`src/rtl/mem_access_unit_if.sv`:
```
`timescale 1ns/1ps
// Request/response and system-bus signal group for mem_access_unit.
// slave = the unit itself; master = execute stage plus bus slave.
interface mem_access_unit_if;
    logic        req_valid;
    logic        req_ready;
    logic        req_write;
    logic [1:0]  req_size;
    logic        req_signed;
    logic [31:0] req_addr;
    logic [31:0] req_wdata;
    logic        rsp_valid;
    logic [1:0]  rsp_error;
    logic [31:0] rsp_rdata;
    logic        bus_read;
    logic        bus_write;
    logic [3:0]  bus_bwe;
    logic [31:0] bus_addr;
    logic [31:0] bus_wdata;
    logic [31:0] bus_rdata;
    logic        bus_wait;

    modport slave (
        input  req_valid, req_write, req_size, req_signed,
        input  req_addr, req_wdata, bus_rdata, bus_wait,
        output req_ready, rsp_valid, rsp_error, rsp_rdata,
        output bus_read, bus_write, bus_bwe, bus_addr, bus_wdata
    );

    modport master (
        output req_valid, req_write, req_size, req_signed,
        output req_addr, req_wdata, bus_rdata, bus_wait,
        input  req_ready, rsp_valid, rsp_error, rsp_rdata,
        input  bus_read, bus_write, bus_bwe, bus_addr, bus_wdata
    );
endinterface

```
`src/rtl/mem_access_unit.sv`:
```
`timescale 1ns/1ps
// Single-outstanding load/store sequencer, big-endian lanes,
// with alignment check, bus stall hold and wait timeout.
module mem_access_unit #(
    parameter int TIMEOUT_CYCLES = 255
) (
    input logic            clk,
    input logic            reset_n,
    mem_access_unit_if.slave mif
);
    typedef enum logic [1:0] {IDLE, ACCESS, RESP, ERR} state_e;

    typedef struct packed {
        logic       write;
        logic [1:0] size;
        logic       sgn;
        logic [1:0] off;
    } req_t;

    localparam logic [15:0] TO_LIM = 16'(TIMEOUT_CYCLES);

    state_e      state_q, state_d;
    req_t        req_q, req_d;
    logic [15:0] cnt_q, cnt_d;
    logic        req_ready_q, req_ready_d;
    logic        rsp_valid_q, rsp_valid_d;
    logic [1:0]  rsp_error_q, rsp_error_d;
    logic [31:0] rsp_rdata_q, rsp_rdata_d;
    logic        bus_read_q, bus_read_d;
    logic        bus_write_q, bus_write_d;
    logic [3:0]  bus_bwe_q, bus_bwe_d;
    logic [31:0] bus_addr_q, bus_addr_d;
    logic [31:0] bus_wdata_q, bus_wdata_d;

    function automatic logic misaligned(logic [1:0] sz, logic [1:0] off);
        unique case (sz)
            2'b00:   misaligned = 1'b0;
            2'b01:   misaligned = off[0];
            2'b10:   misaligned = |off;
            default: misaligned = 1'b1;
        endcase
    endfunction

    function automatic logic [3:0] lanes(logic [1:0] sz, logic [1:0] off);
        unique case (sz)
            2'b00:   lanes = 4'b1000 >> off;
            2'b01:   lanes = off[1] ? 4'b0011 : 4'b1100;
            default: lanes = 4'b1111;
        endcase
    endfunction

    function automatic logic [31:0] place(logic [1:0] sz, logic [31:0] w);
        unique case (sz)
            2'b00:   place = {4{w[7:0]}};
            2'b01:   place = {2{w[15:0]}};
            default: place = w;
        endcase
    endfunction

    // Pick the addressed lane(s) and extend to a full word.
    function automatic logic [31:0] load_ext(logic [31:0] rd, req_t r);
        logic [7:0]  b;
        logic [15:0] h;
        unique case (r.off)
            2'd0: b = rd[31:24];
            2'd1: b = rd[23:16];
            2'd2: b = rd[15:8];
            2'd3: b = rd[7:0];
        endcase
        h = r.off[1] ? rd[15:0] : rd[31:16];
        unique case (r.size)
            2'b00:   load_ext = {{24{r.sgn & b[7]}}, b};
            2'b01:   load_ext = {{16{r.sgn & h[15]}}, h};
            default: load_ext = rd;
        endcase
    endfunction

    always_comb begin
        state_d     = state_q;
        req_d       = req_q;
        cnt_d       = cnt_q;
        req_ready_d = 1'b0;
        rsp_valid_d = 1'b0;
        rsp_error_d = 2'b00;
        rsp_rdata_d = 32'd0;
        bus_read_d  = 1'b0;
        bus_write_d = 1'b0;
        bus_bwe_d   = 4'b0000;
        bus_addr_d  = bus_addr_q;
        bus_wdata_d = bus_wdata_q;
        unique case (state_q)
            IDLE: begin
                req_ready_d = 1'b1;
                if (mif.req_valid) begin
                    req_ready_d = 1'b0;
                    req_d.write = mif.req_write;
                    req_d.size  = mif.req_size;
                    req_d.sgn   = mif.req_signed;
                    req_d.off   = mif.req_addr[1:0];
                    bus_addr_d  = {mif.req_addr[31:2], 2'b00};
                    bus_wdata_d = place(mif.req_size, mif.req_wdata);
                    if (misaligned(mif.req_size, mif.req_addr[1:0])) begin
                        state_d     = ERR;
                        rsp_valid_d = 1'b1;
                        rsp_error_d = 2'b01;
                    end else begin
                        state_d     = ACCESS;
                        cnt_d       = 16'd0;
                        bus_read_d  = ~mif.req_write;
                        bus_write_d = mif.req_write;
                        if (mif.req_write)
                            bus_bwe_d = lanes(mif.req_size, mif.req_addr[1:0]);
                    end
                end
            end
            ACCESS: begin
                if (!mif.bus_wait) begin
                    state_d     = RESP;
                    rsp_valid_d = 1'b1;
                    if (!req_q.write)
                        rsp_rdata_d = load_ext(mif.bus_rdata, req_q);
                end else if (cnt_q == TO_LIM) begin
                    state_d     = RESP;
                    rsp_valid_d = 1'b1;
                    rsp_error_d = 2'b10;
                end else begin
                    cnt_d       = cnt_q + 16'd1;
                    bus_read_d  = bus_read_q;
                    bus_write_d = bus_write_q;
                    bus_bwe_d   = bus_bwe_q;
                end
            end
            RESP, ERR: begin
                state_d     = IDLE;
                req_ready_d = 1'b1;
            end
            default: state_d = IDLE;
        endcase
    end

    always_ff @(posedge clk or negedge reset_n) begin
        if (!reset_n) begin
            state_q     <= IDLE;
            req_q       <= '0;
            cnt_q       <= 16'd0;
            req_ready_q <= 1'b1;
            rsp_valid_q <= 1'b0;
            rsp_error_q <= 2'b00;
            rsp_rdata_q <= 32'd0;
            bus_read_q  <= 1'b0;
            bus_write_q <= 1'b0;
            bus_bwe_q   <= 4'b0000;
            bus_addr_q  <= 32'd0;
            bus_wdata_q <= 32'd0;
        end else begin
            state_q     <= state_d;
            req_q       <= req_d;
            cnt_q       <= cnt_d;
            req_ready_q <= req_ready_d;
            rsp_valid_q <= rsp_valid_d;
            rsp_error_q <= rsp_error_d;
            rsp_rdata_q <= rsp_rdata_d;
            bus_read_q  <= bus_read_d;
            bus_write_q <= bus_write_d;
            bus_bwe_q   <= bus_bwe_d;
            bus_addr_q  <= bus_addr_d;
            bus_wdata_q <= bus_wdata_d;
        end
    end

    assign mif.req_ready = req_ready_q;
    assign mif.rsp_valid = rsp_valid_q;
    assign mif.rsp_error = rsp_error_q;
    assign mif.rsp_rdata = rsp_rdata_q;
    assign mif.bus_read  = bus_read_q;
    assign mif.bus_write = bus_write_q;
    assign mif.bus_bwe   = bus_bwe_q;
    assign mif.bus_addr  = bus_addr_q;
    assign mif.bus_wdata = bus_wdata_q;
endmodule

```
`src/flat_wrapper.sv`:
```
// flat-port wrapper written by rule: the top's interface ports become plain ports
module mem_access_unit_flat 
#(
    parameter int TIMEOUT_CYCLES = 255
)
  (clk, reset_n, mif_req_valid, mif_req_write, mif_req_size, mif_req_signed, mif_req_addr, mif_req_wdata, mif_bus_rdata, mif_bus_wait, mif_req_ready, mif_rsp_valid, mif_rsp_error, mif_rsp_rdata, mif_bus_read, mif_bus_write, mif_bus_bwe, mif_bus_addr, mif_bus_wdata);
  mem_access_unit_if mif_i ();
  input logic clk;
  input logic reset_n;
  input wire logic [$bits(mif_i.req_valid)-1:0] mif_req_valid;
  input wire logic [$bits(mif_i.req_write)-1:0] mif_req_write;
  input wire logic [$bits(mif_i.req_size)-1:0] mif_req_size;
  input wire logic [$bits(mif_i.req_signed)-1:0] mif_req_signed;
  input wire logic [$bits(mif_i.req_addr)-1:0] mif_req_addr;
  input wire logic [$bits(mif_i.req_wdata)-1:0] mif_req_wdata;
  input wire logic [$bits(mif_i.bus_rdata)-1:0] mif_bus_rdata;
  input wire logic [$bits(mif_i.bus_wait)-1:0] mif_bus_wait;
  output wire logic [$bits(mif_i.req_ready)-1:0] mif_req_ready;
  output wire logic [$bits(mif_i.rsp_valid)-1:0] mif_rsp_valid;
  output wire logic [$bits(mif_i.rsp_error)-1:0] mif_rsp_error;
  output wire logic [$bits(mif_i.rsp_rdata)-1:0] mif_rsp_rdata;
  output wire logic [$bits(mif_i.bus_read)-1:0] mif_bus_read;
  output wire logic [$bits(mif_i.bus_write)-1:0] mif_bus_write;
  output wire logic [$bits(mif_i.bus_bwe)-1:0] mif_bus_bwe;
  output wire logic [$bits(mif_i.bus_addr)-1:0] mif_bus_addr;
  output wire logic [$bits(mif_i.bus_wdata)-1:0] mif_bus_wdata;
  assign mif_i.req_valid = mif_req_valid;
  assign mif_i.req_write = mif_req_write;
  assign mif_i.req_size = mif_req_size;
  assign mif_i.req_signed = mif_req_signed;
  assign mif_i.req_addr = mif_req_addr;
  assign mif_i.req_wdata = mif_req_wdata;
  assign mif_i.bus_rdata = mif_bus_rdata;
  assign mif_i.bus_wait = mif_bus_wait;
  assign mif_req_ready = mif_i.req_ready;
  assign mif_rsp_valid = mif_i.rsp_valid;
  assign mif_rsp_error = mif_i.rsp_error;
  assign mif_rsp_rdata = mif_i.rsp_rdata;
  assign mif_bus_read = mif_i.bus_read;
  assign mif_bus_write = mif_i.bus_write;
  assign mif_bus_bwe = mif_i.bus_bwe;
  assign mif_bus_addr = mif_i.bus_addr;
  assign mif_bus_wdata = mif_i.bus_wdata;
  mem_access_unit #(.TIMEOUT_CYCLES(TIMEOUT_CYCLES)) u_core (.clk(clk), .reset_n(reset_n), .mif(mif_i));
endmodule
```
`config.mk`:
```
export PLATFORM = sky130hd
export DESIGN_NAME = mem_access_unit_flat
export DESIGN_NICKNAME = d
export VERILOG_FILES = /design/src/rtl/mem_access_unit_if.sv /design/src/rtl/mem_access_unit.sv /design/src/flat_wrapper.sv
export SDC_FILE = /design/constraint.sdc
export NUM_CORES = 1
export LEC_CHECK = 0
export CORE_AREA = 2 2 108 130
export DETAILED_ROUTE_END_ITERATION = 16
export DIE_AREA = 0 0 110 132
export PLACE_DENSITY = 0.86
export RECOVER_POWER = 100
export SLEW_MARGIN = 20
export SYNTH_ARGS = -nofsm -noshare
export SYNTH_HDL_FRONTEND = slang
export SYNTH_SLANG_ARGS = --single-unit
```
`constraint.sdc`:
```
create_clock -name clk -period 2.2 [get_ports clk]
set_clock_uncertainty 0.05 [all_clocks]
set_input_delay 0.44 -clock clk [delete_from_list [all_inputs] [get_ports clk]]
set_output_delay 0.44 -clock clk [all_outputs]
set_load 0.02 [all_outputs]
```
# After elaboration in Yosys (flattened, before gate mapping)
# Index checks and enable logic that the tools add are counted.
# classes
add_sub_neg,1
eq_ne,15
shift,1
mux,51
bitwise_logic,3
reduce_logical,10
# ops
cell,count
$pmux W32 S2,2
$mux W32,3
$mux W16,5
$pmux W16 S2,1
$pmux W8 S4,1
$mux W4,6
$mux W8,3
$add A16 B1 Y16 const B,1
$eq A16 B8 Y1 const B,1
$pmux W4 S2,2
$mux W1,14
$mux W2,7
$eq A2 B2 Y1 const B,5
$eq A2 B1 Y1 const B,4
$logic_not A2 Y1,4
$ne A2 B2 Y1 const B,4
$pmux W1 S2,4
$pmux W2 S3,1
$reduce_and A5 Y1,1
$pmux W2 S2,1
$reduce_and A2 Y1,2
$reduce_or A2 Y1,2
$shr A4 B2 Y4 const A,1
$ne A3 B2 Y1 const B,1
4 further kinds,5
# word_totals
ff_bits,128
inputBits,104
output_inout_bits,106
wordCells,96

# Longest topological paths before layout
# depth
depth_word,10
depth_mapped,7
depth_no_buf,5

# Worst setup path before layout
# No wires, ideal clock.
# synth_timing
kind,input port to flip-flop
from,in mif_req_addr[0]
to,reg u_core.cnt_q[15]
setup_ps,67
arrival_ps,1715
t_required_ps,2083
path_slack_ps,368
stages,6
path_buffers,2
path_cell_list,clkbuf_1 a21oi_1 o21a_1 clkbuf_1 or4_1 nand2_1
# synth_between
elab_chain_len,6
# synth_rtl
element,line,source
start: declaration,flat_wrapper.sv:14,input wire logic [$bits(mif_i.req_addr)-1:0] mif_req_addr;
$reduce_or A2 Y1,mem_access_unit.sv:39,2'b10: misaligned = |off;
$pmux W1 S3 (*),mem_access_unit.sv:36,unique case (sz)
$mux W1 (*),mem_access_unit.sv:94,if (mif.req_valid) begin
$mux W1 (*),mem_access_unit.sv:91,unique case (state_q)
$ne A2 B2 Y1 (no source line) (*),--,
$reduce_and A5 Y1 (no source line) (*),--,
end signal: assignment,mem_access_unit.sv:158,cnt_q <= cnt_d;
end: declaration,mem_access_unit.sv:24,"logic [15:0] cnt_q, cnt_d;"
# Every way passes the cells marked *; elsewhere a longest branch is shown, timed or not. The select of a mux whose other input is x is not followed.
# A chain may end at the register's enable or synchronous reset.

# Worst setup path after layout
# layout_timing
from,reg u_core.req_ready_q (netlist: u_core.mif.req_ready)
to,out mif_req_ready
# layout_lines
element,line,source
start: declaration,mem_access_unit.sv:25,"logic req_ready_q, req_ready_d;"
start signal: assignment,mem_access_unit.sv:159,req_ready_q <= req_ready_d;
end: declaration,flat_wrapper.sv:18,output wire logic [$bits(mif_i.req_ready)-1:0] mif_req_ready;
# No word-level cell between the ends.

==> flow_metrics.env <==
export IMPL_status="complete, no violations"
export IMPL_yosysTopAreaCell="dfrtp_1"
export IMPL_io_pins=210
export IMPL_avgSynthCellArea_um2=9.626
export IMPL_grt_usage_pct=23.67
export IMPL_min_from="u_core.mif.bus_addr[27]$_DFFE_PN0P_"
export IMPL_p_leak_nw=4.212
export IMPL_dr_pass1_iters=6
export IMPL_yosysSeqAreaShare_pct=54.84
export IMPL_nets=938
export IMPL_clkPwrFrac_pct=27.6
export IMPL_power_mw=11.06
export IMPL_synth_cells=607
export IMPL_cp_cell_sequence="dlygate4sd3_1"
export IMPL_peakVddDrop_uv=744.7
export IMPL_pwr_share_comb_pct=40.0
export IMPL_rsz0062_at_grt="no"
export IMPL_reg2reg_to="u_core.mif.bus_bwe[2]$_DFFE_PN0N_"
export IMPL_cts_root_buffer="clkbuf_16"
export IMPL_r2r_start="u_core.cnt_q[9]$_DFFE_PN0P_"
export IMPL_final_setup_tns_ps=0
export IMPL_path_clk_slew_ps=60
export IMPL_max_stage_delay_ps=670
export IMPL_ys_warn_count=0
export IMPL_r2r_slack_ps=150
export IMPL_synth_edf_count=0
export IMPL_synth_distinct_cells=52
export IMPL_fill_cells=1032
export IMPL_whs_path_depth=2
export IMPL_synthFlopType="dfrtp_1"
export IMPL_finish_utilization_pct=67.27
export IMPL_grtUsageMet1_pct=29.13
export IMPL_instances_no_fill=1013
export IMPL_finalHoldViolations=0
export IMPL_h_tree_depth=4
export IMPL_io_buffers=207
export IMPL_cts_hold_buf=1
export IMPL_worstPathMaxFanout=1
export IMPL_arrival_ps=1580
export IMPL_yosysTopAreaCellShare_pct=54.39
export IMPL_vias=5416
export IMPL_routedWlPerCell_um=16.70
export IMPL_ys_ff_latch=128
export IMPL_clock_latency_ps=410
export IMPL_final_area_mm2=0.008866
export IMPL_worstHoldPathType="reg -> reg"
export IMPL_async_reset_ff_share_pct=100.0
export IMPL_p_sw_mw=4.028
export IMPL_std_cell_rows=46
export IMPL_met3_usage_pct=8.057
export IMPL_dieArea_mm2=0.01452
export IMPL_grt_pass1_wl_um=26930
export IMPL_cts_resized=0
export IMPL_drive_gt1_share_pct=9.242
export IMPL_cts_tree="yes"
export IMPL_grt_overflow=0
export IMPL_busiest_layer="met2"
export IMPL_drt_iter0_drc=249
export IMPL_cts_inserted_buffers=17
export IMPL_p_seq_share_pct=32.4
export IMPL_via_per_inst=5.346
export IMPL_worst_setup_path_type="reg -> out"
export IMPL_max_freq_ghz=0.4823
export IMPL_syn_area_mm2=0.005843
export IMPL_p_int_mw=7.027
export IMPL_grt_met2_usage_pct=37.93
export IMPL_areaGrowthSynthToFinish_pct=51.73
export IMPL_grt_max_degree=57
export IMPL_synth_area_leaders="dfrtp_1 (54%), nand2_1 (12%), mux2i_1 (5.0%), a21oi_1 (3.4%), nor2_1 (3.3%)"
export IMPL_setup_violations=0
export IMPL_drtAntennaViolNets=0
export IMPL_initial_core_util_pct=44.33
export IMPL_antenna_found_initial=1
export IMPL_crit_required_ps=1710
export IMPL_slew_violations=0
export IMPL_end_kind="primary output"
export IMPL_max_slew_margin_pct=48.38
export IMPL_cp_slowest_cell="dlygate4sd3_1"
export IMPL_power_per_cell_area_mw_per_mm2=1247
export IMPL_dp_final_hpwl_um=12270
export IMPL_period_share_pct=94.24
export IMPL_drcViolationCount=0
export IMPL_critPathLaunchType="register"
export IMPL_die_h_um=132
export IMPL_core_area_mm2=0.01318
export IMPL_cts_buffer_depth=2
export IMPL_die_x_um=110
export IMPL_place_gp_congestion=0.9255
export IMPL_min_period_ps=2073
export IMPL_dp_cells=981
export IMPL_place_area_mm2=0.008283
export IMPL_wl_um=16920
export IMPL_timing_critical_path_buf_inv=1
export IMPL_post_cts_buffers=0
export IMPL_crit_family="buffers and inverters"
export IMPL_hold_path_end="u_core.mif.bus_addr[27]$_DFFE_PN0P_"
export IMPL_clock_sinks=128
export IMPL_synth_common_cells="nand2_1 (184), dfrtp_1 (127), nor2_1 (51)"
export IMPL_switching_share_pct=36.44
export IMPL_worstMarginPinSlew_ps=769.2
export IMPL_drv_cap=0
export IMPL_grt_pass1_vias=5427
export IMPL_r2r_cells=5
export IMPL_synth_most_common_cell="nand2_1"
==> metrics by stage <==
step | hold slack [ps] | setup slack (ps)
finish | 416.4 | 126.7
global route | 434.7 | 73.33
CTS | 425.6 | 178.3
detailed placement | 405.5 | -130.6
global placement | 400.5 | -74.02
floorplan | 94.41 | 367.9
==> area by class of cell <==
cell class                 instances  area, um2  area share (%)
clock buffer                      19      442.9           4.996
sequential                       128       3204           36.14
clock inverter                    11      188.9           2.131
tap                              168      210.2           2.371
antenna                            1      2.502         0.02822
timing repair buffer             244       2340           26.39
multi-input combinational        437       2459           27.73
inverter                           5      18.77          0.2117
==> state kept, by name, indices dropped and copies added, names as in the netlist <==
register / flops
u_core.mif.rsp_rdata: 32
u_core.state_q: 2
u_core.cnt_q: 16
u_core.mif.rsp_error: 2
u_core.mif.bus_addr: 30
u_core.mif.rsp_valid: 1
u_core.mif.req_ready: 1
u_core.mif.bus_write: 1
u_core.mif.bus_wdata: 32
u_core.req_q: 6
u_core.mif.bus_bwe: 4
u_core.mif.bus_read: 1
==> power groups by stage <==
stage | Clock, mW | Sequential [mW] | Combinational (mW)
3_5_place_dp | 0 | 3.64 | 4.70
2_1_floorplan | 0 | 4.34 | 1.73
4_1_cts | 3.09 | 3.62 | 4.72
3_3_place_gp | 0 | 3.61 | 4.62
5_1_grt | 3.19 | 3.67 | 4.79
6_report | 3.05 | 3.59 | 4.42
==> logic make-up (layout without fill, tap and decap cells) <==
kind of cell | after synthesis | in the layout | share of synthesized area [%]
AND/OR/NAND/NOR | 284 | 284 | 21.03
adder cells (fa/ha/maj) | 1 | 1 | 0.2141
flip-flops | 128 | 128 | 54.84
buffers and inverters | 43 | 279 | 3.105
XOR/XNOR | 4 | 4 | 0.5997
other | 1 | 3 | 0.06418
AO/OA/AOI/OAI | 109 | 109 | 12.10
multiplexers | 37 | 37 | 8.051
==> worst max path at each step <==
stage | start | endpoint | slack (ps) | depth (start not counted)
floorplan | mif_req_addr[0] | u_core.cnt_q[15]$_DFFE_PN0P_ | 370 | 6
global placement | mif_bus_wait | u_core.cnt_q[15]$_DFFE_PN0P_ | -70 | 6
detailed placement | mif_bus_wait | u_core.mif.rsp_rdata[2]$_DFF_PN0_ | -130 | 4
CTS | u_core.mif.req_ready$_DFF_PN1_ | mif_req_ready | 180 | 1
global route | u_core.cnt_q[9]$_DFFE_PN0P_ | u_core.mif.bus_bwe[3]$_DFFE_PN0N_ | 70 | 5
finish | u_core.mif.req_ready$_DFF_PN1_ | mif_req_ready | 130 | 1
==> layer usage <==
layer | share of wire (%) | wire, um
met1 | 40 | 6699
met2 | 49 | 8334
met3 | 9.0 | 1517
met4 | 2.2 | 369
met5 | 0 | 0
==> placed cells by master, fill, tap and decap left out, types with 9 or more instances in the layout <==
cell type	Yosys	layout
dfrtp_1	127	127
a21oi_1	40	40
clkdlybuf4s50_1	0	100
clkbuf_16	0	17
o21ai_0	16	16
a22o_1	11	11
mux2i_1	29	29
buf_4	2	22
nand3_1	9	9
nand2_1	184	183
nor2_1	51	52
dlygate4sd3_1	0	107
Power figures use the tool's default switching activity.
